### config.mk
export PLATFORM = sky130hd
export DESIGN_NAME = group_enable_scheduler
export DESIGN_NICKNAME = d
export VERILOG_FILES = /design/src/rtl/group_enable_scheduler.sv
export SDC_FILE = /design/constraint.sdc
export NUM_CORES = 1
export LEC_CHECK = 0
export CORE_MARGIN = 2
export CORE_UTILIZATION = 35
export CTS_CLUSTER_SIZE = 8
export DETAILED_ROUTE_END_ITERATION = 8
export HOLD_SLACK_MARGIN = 0.08
export PLACE_DENSITY = 0.52
export SYNTH_ARGS = -nofsm -noshare
export SYNTH_HDL_FRONTEND = slang
export SYNTH_SLANG_ARGS = --single-unit
### constraint.sdc
create_clock -name clk_i -period 14.1 [get_ports clk_i]
set_input_delay 2.82 -clock clk_i [delete_from_list [all_inputs] [get_ports clk_i]]
set_output_delay 2.82 -clock clk_i [all_outputs]
set_load 0.005 [all_outputs]
### src/rtl/group_enable_scheduler.sv
// ---------------------------------------------------------------------------
// group_enable_scheduler
//
// Round-robin scheduler for the per-group enable grid of one pixel-hierarchy
// level. It grants one requesting group at a time with a one-hot enable. It
// holds the grant until the group signals release or the watchdog expires.
// One mandatory RELEASE cycle with all enables low separates two grants.
//
// Ports:
//   clk_i          clock
//   reset_i        synchronous active-low reset
//   grp_req_i      per-group aggregated request, group g = row*GRP_COLS+col
//   grp_release_i  enabled group has finished (acted on only in HOLD)
//   active_i       enabled group still servicing events (informational)
//   halt_i         inhibit new grants (sampled only in IDLE)
//   enable_o       one-hot group enable, or all-zero
//   grp_enable_o   level-wide enable, high while a grant is held
//   grp_x_o        column of the granted group
//   grp_y_o        row of the granted group
//   busy_o         FSM not in IDLE
//   timeout_o      one-cycle pulse when the watchdog forces a release
// ---------------------------------------------------------------------------
module group_enable_scheduler #(
    parameter int GRP_ROWS = 4,
    parameter int GRP_COLS = 4,
    parameter int TIMEOUT  = 255,
    parameter int TO_W     = 8,
    localparam int X_W     = (GRP_COLS > 1) ? $clog2(GRP_COLS) : 1,
    localparam int Y_W     = (GRP_ROWS > 1) ? $clog2(GRP_ROWS) : 1
) (
    input  logic                               clk_i,
    input  logic                               reset_i,
    input  logic [GRP_ROWS-1:0][GRP_COLS-1:0]  grp_req_i,
    input  logic                               grp_release_i,
    input  logic                               active_i,
    input  logic                               halt_i,
    output logic [GRP_ROWS-1:0][GRP_COLS-1:0]  enable_o,
    output logic                               grp_enable_o,
    output logic [X_W-1:0]                     grp_x_o,
    output logic [Y_W-1:0]                     grp_y_o,
    output logic                               busy_o,
    output logic                               timeout_o
);

    localparam int N     = GRP_ROWS * GRP_COLS;
    localparam int IDX_W = (N > 1) ? $clog2(N) : 1;

    localparam logic [1:0] S_IDLE    = 2'd0;
    localparam logic [1:0] S_HOLD    = 2'd1;
    localparam logic [1:0] S_RELEASE = 2'd2;

    logic [1:0]       state;
    logic [IDX_W-1:0] rr_ptr;
    logic [IDX_W-1:0] winner;
    logic [TO_W-1:0]  counter;
    logic [N-1:0]     enable_q;
    logic [X_W-1:0]   grp_x_q;
    logic [Y_W-1:0]   grp_y_q;
    logic             timeout_q;

    logic [N-1:0]     req_flat;
    logic             found;
    logic [IDX_W-1:0] pick;
    logic [N-1:0]     pick_onehot;

    // active_i carries no control meaning here; it is kept on the port list
    // so the level can be wired uniformly.
    logic unused_inputs;
    assign unused_inputs = active_i;

    // Packed [row][col] flattens so that bit g = row*GRP_COLS+col.
    assign req_flat = grp_req_i;

    // Winner search: first set request at or above rr_ptr, wrapping N-1 -> 0.
    // NOTE: every variable written here gets a default first so no latch is inferred.
    always_comb begin
        int               idx;
        logic [IDX_W-1:0] idx_c;
        found       = 1'b0;
        pick        = '0;
        pick_onehot = '0;
        idx         = 0;
        idx_c       = '0;
        for (int i = 0; i < N; i++) begin
            idx = int'(rr_ptr) + i;
            if (idx >= N) begin
                idx = idx - N;
            end
            idx_c = IDX_W'(idx);
            if (!found && req_flat[idx_c]) begin
                found = 1'b1;
                pick  = idx_c;
            end
        end
        pick_onehot[pick] = 1'b1;
    end

    // NOTE: sequential state uses non-blocking assignments only, so every
    // register sees the pre-edge values of the others.
    always_ff @(posedge clk_i) begin
        // NOTE: reset is synchronous; every register here is a plain flop, no memories.
        if (!reset_i) begin
            state     <= S_IDLE;
            rr_ptr    <= '0;
            winner    <= '0;
            counter   <= '0;
            enable_q  <= '0;
            grp_x_q   <= '0;
            grp_y_q   <= '0;
            timeout_q <= 1'b0;
        end else begin
            timeout_q <= 1'b0;
            case (state)
                S_IDLE: begin
                    if (!halt_i && found) begin
                        winner   <= pick;
                        enable_q <= pick_onehot;
                        grp_x_q  <= X_W'(int'(pick) % GRP_COLS);
                        grp_y_q  <= Y_W'(int'(pick) / GRP_COLS);
                        counter  <= '0;
                        state    <= S_HOLD;
                    end
                end
                S_HOLD: begin
                    // Release outranks the watchdog when both land together.
                    if (grp_release_i) begin
                        enable_q <= '0;
                        state    <= S_RELEASE;
                    end else if (counter == TO_W'(TIMEOUT - 1)) begin
                        enable_q  <= '0;
                        timeout_q <= 1'b1;
                        state     <= S_RELEASE;
                    end else begin
                        counter <= counter + 1'b1;
                    end
                end
                S_RELEASE: begin
                    // Advance past the last winner so every requester gets a turn.
                    rr_ptr  <= (winner == IDX_W'(N - 1)) ? '0 : winner + 1'b1;
                    counter <= '0;
                    state   <= S_IDLE;
                end
                default: begin
                    enable_q <= '0;
                    state    <= S_IDLE;
                end
            endcase
        end
    end

    assign enable_o     = enable_q;
    assign grp_enable_o = |enable_q;
    assign grp_x_o      = grp_x_q;
    assign grp_y_o      = grp_y_q;
    assign busy_o       = (state != S_IDLE);
    assign timeout_o    = timeout_q;

endmodule
# After elaboration in Yosys (flattened, before gate mapping)
# Index checks and enable logic that the tools add are counted.
[totals]
mem_bits_ro = 0
mem_bits_rw = 0
ff_bits = 39
wordCells = 224
in_bits = 21
latch_bits = 0
memories = 0
[classes]
addsub = 33
magnitude_cmp = 34
n_mux = 96
n_div = 0
n_reduce_logical = 42
shift = 0
mul = 0
bitwise = 3
n_eq_ne = 8
[op_table]
columns = ["op", "n"]
rows = [
  ["$mux 4", 33],
  ["$lt 4x5->1 const B", 17],
  ["$ge 5x5->1 const B", 15],
  ["$bmux 1 s4", 16],
  ["$sub 4x1->4 const B", 16],
  ["$mux 16", 3],
  ["$pmux 16 s3", 1],
  ["$add 4x4->5 const B", 8],
  ["$mux 1", 34],
  ["$mux 8", 3],
  ["$pmux 8 s3", 1],
  ["$add 4x3->5 const B", 4],
  ["$logic_and 1x1->1", 17],
  ["$logic_not 1->1", 16],
  ["$reduce_or 16->1", 1],
  ["$add 4x2->5 const B", 2],
  ["$add 8x1->8 const B", 1],
  ["$eq 8x8->1 const B", 1],
  ["$mux 2", 3],
  ["$ne 2x2->1 const B", 3],
  ["$add 4x1->5 const B", 1],
  ["$ge 4x5->1 const B", 1],
  ["$add 4x1->4 const B", 1],
  ["$demux 1 s4", 1],
  ["14 further kinds", 17],
]

# Depth between registers and ports, before layout
[depth]
ltp_word = 56
mapped_depth = 18

# Worst setup path before layout
# OpenSTA, ideal clock, no wires.
[synth_timing]
path_kind = "input to register"
startpoint = "input port grp_req_i[10] in the netlist's numbering"
endpoint = "register enable_q[13], in the netlist enable_o[13]"
arrival_ns = 5.589
setup_slack_ns = 8.410
t_required_ns = 13.999
cell_stages = 11
path_cell_list = "mux4_2 > o211a_1 > or4_4 > buf_6 > nand4bb_1 > buf_6 > nand4b_4 > nor2_4 > a41oi_2 > a21o_2 > o41ai_1"
[synth_between]
elab_chain_len = 54
word_cells_on_any_way = 104
cone_classes = "order compare: 2; eq/ne: 1; mux: 68; reduce/logical: 33"
[synth_rtl]
columns = ["item", "line_no", "rtl"]
rows = [
  ["from (decl)", "33", "input logic [GRP_ROWS-1:0][GRP_COLS-1:0] grp_req_i,"],
  ["$bmux 1 s4", "90", "if (!found && req_flat[idx_c]) begin"],
  ["$mux 1 (implied by the code)", "90", ""],
  ["$mux 1", "90", ""],
  ["$logic_not 1->1", "90", ""],
  ["$logic_and 1x1->1", "90", ""],
  ["$mux 1", "90", ""],
  ["$logic_not 1->1", "90", ""],
  ["$logic_and 1x1->1", "90", ""],
  ["[38 not listed]", "--", ""],
  ["$logic_and 1x1->1", "90", ""],
  ["$mux 4", "90", ""],
  ["$lt 4x5->1 (implied by the code) or $ge 4x1->1 (tied branches)", "95", "pick_onehot[pick] = 1'b1;"],
  ["$logic_and 1x1->1 (implied by the code)", "95", ""],
  ["$mux 1 (implied by the code)", "95", ""],
  ["$demux 1 s4", "95", ""],
  ["$mux 16", "115", "if (!halt_i && found) begin"],
  ["$pmux 16 s3", "113", "case (state)"],
  ["to (signal assigned)", "117", "enable_q <= pick_onehot;"],
  ["to (decl)", "56", "logic [N-1:0] enable_q;"],
]
# Several ways; a longest one is shown, not always the timed one. The select of a mux whose other input is x is not followed.
# A chain may end at the register's enable or synchronous reset.

# Final worst setup path
[layout_timing]
startpoint = "input port grp_req_i[8] in the netlist's numbering"
endpoint = "register enable_q[0], in the netlist enable_o[0]"
# Same word-level chain as after synthesis.

==> key figures <==
Power and ir drop
  • Leak pwr: 1.62 nW
  • Cell-internal power: 0.235 mW
  • Flop pwr share: 0.297
  • Power Dens Cells: 76.6 mW/mm^2
  • Portion of total power attributed to the clock network: 0.315
  • Worst ir drop on vdd: 0.0000423 V
  • Relative contribution of combinational cells to total power: 0.389
  • Final Total Pwr: 0.360 mW
  • Net Sw Frac: 0.348
  • Sw power: 0.125 mW

Setup path
  • Arrival time of data at the critical path endpoint: 7090 ps
  • Type of the worst setup path: input pin to flop
  • Worst-path cell chain: clkdlybuf4s50_1 > mux4_2 > o211a_1 > or4_4 > nand4bb_1 > and4b_2 > a211oi_1 > o21ai_1 > nand3_1 > o41ai_1
  • Kind of capture point of the worst setup path: flop
  • Maximum fanout along the worst path: 16
  • Required @ worst endpoint: 14260 ps
  • Max incr delay on CP: 870 ps
  • Highest-delay cell along the critical path: sky130_fd_sc_hd__o21ai_1
  • CP Launch Type: input pin

Placement
  • Worst slack at placement: 6930 ps
  • Final Wtd Congestion: 0.858
  • Hpwl dp: 9250 um
  • Port bufs: 42

STA
  • Final hold viol count: 0
  • RSZ-0062 raised after global routing: no
  • Clock Skew: 3.39 ps
  • Number of failing setup endpoints in the final timing report: 0
  • Max-slew violation count: 0
  • Min cycle time layout: 6930 ps
  • Period Utilization, post-route: 0.492
  • Final setup TNS: 0 ps
  • Setup ws final: 7170 ps
  • Max Clock Freq: 144 MHz
  • Worst rel slew slack: 0.253
  • Worst-Margin Slew: 1110 ps

Clocking
  • Maximum count of clock buffers along a single path: 2
  • Maximum level of the CTS H-tree: 2
  • Buffer count from post-CTS setup fixing: 0
  • Worst-skew pair later-pin latency: 270 ps
  • Count of instances resized after the clock tree is built: 0
  • Hold buffer count at cts: 0
  • TritonCTS Buffers: 5
  • Clock tree from TritonCTS: built
  • Clock transition at path regs: 50 ps
  • Number of sinks on the clock net: 35
  • Clock Root Buffer: sky130_fd_sc_hd__clkbuf_16

Detailed routing
  • Initial DRC Count: 257
  • Overall via count from detail_route: 3947
  • Vias per cell: 6.22
  • ANT nets after route: 0
  • Detailed Route WL: 12500 um
  • Remaining routing DRC violations: 0
  • Mean routed wirelength per cell: 19.7 um
  • First-pass iteration count of the detailed router: 5

Die
  • Number of rows created at floorplan: 39
  • Core box area: 0.0116 mm^2
  • Horizontal die dimension: 113 um
  • Height of the die: 113 um
  • Effective utilization at floorplan: 0.363
  • Top-level I/O count: 44
  • Overall die area: 0.0129 mm^2

Cells and area
  • Share of post-route cells with drive strength above 1: 0.150
  • Antenna fix cells: 0
  • Area growth from synthesis to layout: 12.2%
  • Net count, final: 522

Synth
  • Proportion of register bits with asynchronous set or reset after synthesis: 0
  • Synth Cell Area: 0.00419 mm^2
  • Share of the synthesized netlist area taken by xor and xnor gates: 0.0269
  • Post-Synthesis Cells: 468
  • Distinct cell type count after synthesis: 91
  • Fraction of the mapped netlist area in adder cells: 0.0298
  • Share of the synthesized area in compound gates (AO/OA/AOI/OAI): 0.262
  • Syn Area/Cell: 8.96 um^2
  • Dominant combinational cell family by area after synthesis: compound AO/OA/AOI/OAI gates
  • Simple-gate share of the synthesized area: 0.201
  • Post-synthesis net count: 499
  • Top FF cell, synth: sky130_fd_sc_hd__dfxtp_1
  • Fraction of the yosys area taken by sequential cells: 0.167
  • Number of warnings printed during yosys synthesis: 0
  • Post-synth EDFFs: 0
  • Multiplexer fraction of the synthesized cell area: 0.229
  • Flops & latches, synth: 35

Global route
  • Number of global-route vias before repair: 3769
  • Pin count of the biggest net entering global routing: 36
  • Antenna violations before repair: 0
  • Total routing usage reported by global routing: 0.199
  • Total overflow reported by the global router: 0
  • Global-route wire length before repair: 20600 um

Hold path
  • Worst hold path class: flop to flop

Job
  • Max-capacitance violation count: 0

Status
  • Outcome: complete, no violations
==> layout make-up <==
| cell class | instances | area (um^2) |
|---|---|---|
| Fill cell | 1133 | 6860 |
| Multi-Input combinational cell | 383 | 3140 |
| Sequential cell | 35 | 701 |
| Timing Repair Buffer | 47 | 458 |
| Tap cell | 143 | 179 |
| Clock buffer | 8 | 156 |
| Inverter | 19 | 71.3 |
==> logic make-up after synthesis <==
group                      after synthesis
and+or+nand+nor                        153
AOI/OAI and AO/OA                      146
muxes                                   62
buffers and inverters                   50
DFF                                     35
xor gates and xnor gates                12
adders and majority gates               10
==> final timing paths <==
| check | end | slack (ps) | startpoint | cells past startpoint |
|---|---|---|---|---|
| max | enable_o[0]$_SDFFE_PN0P_ | 7170 | grp_req_i[8] | 10 |
| max reg2reg | enable_o[0]$_SDFFE_PN0P_ | 8070 | rr_ptr[0]$_SDFFE_PN0P_ | 12 |
| min reg2reg | timeout_o$_SDFF_PP0_ | 480 | counter[7]$_SDFFE_PN0P_ | 2 |
| min | timeout_o$_SDFF_PP0_ | 480 | counter[7]$_SDFFE_PN0P_ | 2 |
==> Yosys cell counts (9+ instances only) <==
cell	count	area [um^2]
sky130_fd_sc_hd__nand2_1	27	101
sky130_fd_sc_hd__mux4_2	19	428
sky130_fd_sc_hd__mux2i_1	25	250
sky130_fd_sc_hd__a21oi_1	27	135
sky130_fd_sc_hd__mux2_2	12	135
sky130_fd_sc_hd__dfxtp_1	35	701
sky130_fd_sc_hd__nor2_1	34	128
sky130_fd_sc_hd__o21ai_0	19	95.1
sky130_fd_sc_hd__inv_1	18	67.6
sky130_fd_sc_hd__o41ai_1	16	140
sky130_fd_sc_hd__nand3_1	28	140
sky130_fd_sc_hd__ha_1	10	125
sky130_fd_sc_hd__buf_6	9	101
==> worst max-delay path: cells and delay by family <==
family | cells | cell delay (ps)
and+or+nand+nor | 4 | 1870
AOI/OAI and AO/OA | 4 | 1280
buffers and inverters | 1 | 520
muxes | 1 | 600
==> routing by layer <==
metal / up-vias / wire length [um] / global-route usage
met5: - / 0 / 0
met4: 0 / 110 / 0.0447
met3: 7 / 752 / 0.0303
met2: 126 / 5640 / 0.309
met1: 1919 / 6020 / 0.293
li1: 1895 / - / -
==> layout by cell type (no fill, tap or decap), types with 3 or more instances in the layout <==
cell type	instances
sky130_fd_sc_hd__nor2b_1	8
sky130_fd_sc_hd__a31oi_1	4
sky130_fd_sc_hd__a21o_2	3
sky130_fd_sc_hd__nor2_1	34
sky130_fd_sc_hd__a311oi_1	5
sky130_fd_sc_hd__a21oi_1	27
sky130_fd_sc_hd__o211a_1	4
sky130_fd_sc_hd__a211oi_1	7
sky130_fd_sc_hd__a2bb2oi_1	3
sky130_fd_sc_hd__xor2_1	4
sky130_fd_sc_hd__ha_1	10
sky130_fd_sc_hd__clkdlybuf4s50_1	42
sky130_fd_sc_hd__o2bb2ai_1	4
sky130_fd_sc_hd__clkbuf_16	5
sky130_fd_sc_hd__buf_4	5
sky130_fd_sc_hd__or3_1	8
sky130_fd_sc_hd__mux2_2	12
sky130_fd_sc_hd__mux2i_1	25
sky130_fd_sc_hd__inv_1	18
sky130_fd_sc_hd__nand2_1	27
sky130_fd_sc_hd__dfxtp_1	35
sky130_fd_sc_hd__xnor2_1	7
sky130_fd_sc_hd__nor4_1	8
sky130_fd_sc_hd__o21a_1	6
sky130_fd_sc_hd__nor3_1	8
sky130_fd_sc_hd__nand4_1	3
sky130_fd_sc_hd__and2_1	3
sky130_fd_sc_hd__o31ai_1	3
sky130_fd_sc_hd__mux4_2	19
sky130_fd_sc_hd__o211ai_1	6
sky130_fd_sc_hd__nand3_1	28
sky130_fd_sc_hd__o41ai_1	16
sky130_fd_sc_hd__o21ai_0	19
sky130_fd_sc_hd__nand3b_1	3
sky130_fd_sc_hd__mux4_1	5
==> through the flow <==
step | std cells | cell area [um^2] | utilization | hold WS [ps]
after floorplan | 468 | 4190 | - | 451
after global placement | 627 | 4550 | 0.393 | 467
after detailed placement | 627 | 4550 | 0.393 | 470
after CTS | 635 | 4700 | 0.407 | 481
after global routing | 635 | 4700 | 0.407 | 502
final | 635 | 4700 | 0.407 | 485
==> state kept, by name (all words and copies together), names as in the netlist <==
name       flops
enable_o      16
winner         4
state          2
timeout_o      1
counter        8
rr_ptr         4
==> power groups by stage <==
| stage | registers (mW) | logic (mW) | clock network, mW |
|---|---|---|---|
| CTS | 0.107 | 0.138 | 0.117 |
| floorplan | 0.107 | 0.104 | 0 |
| global placement | 0.109 | 0.137 | 0 |
| global route | 0.107 | 0.153 | 0.121 |
| finish | 0.107 | 0.140 | 0.113 |
| detailed placement | 0.109 | 0.138 | 0 |
Power figures use the tool's default switching activity.
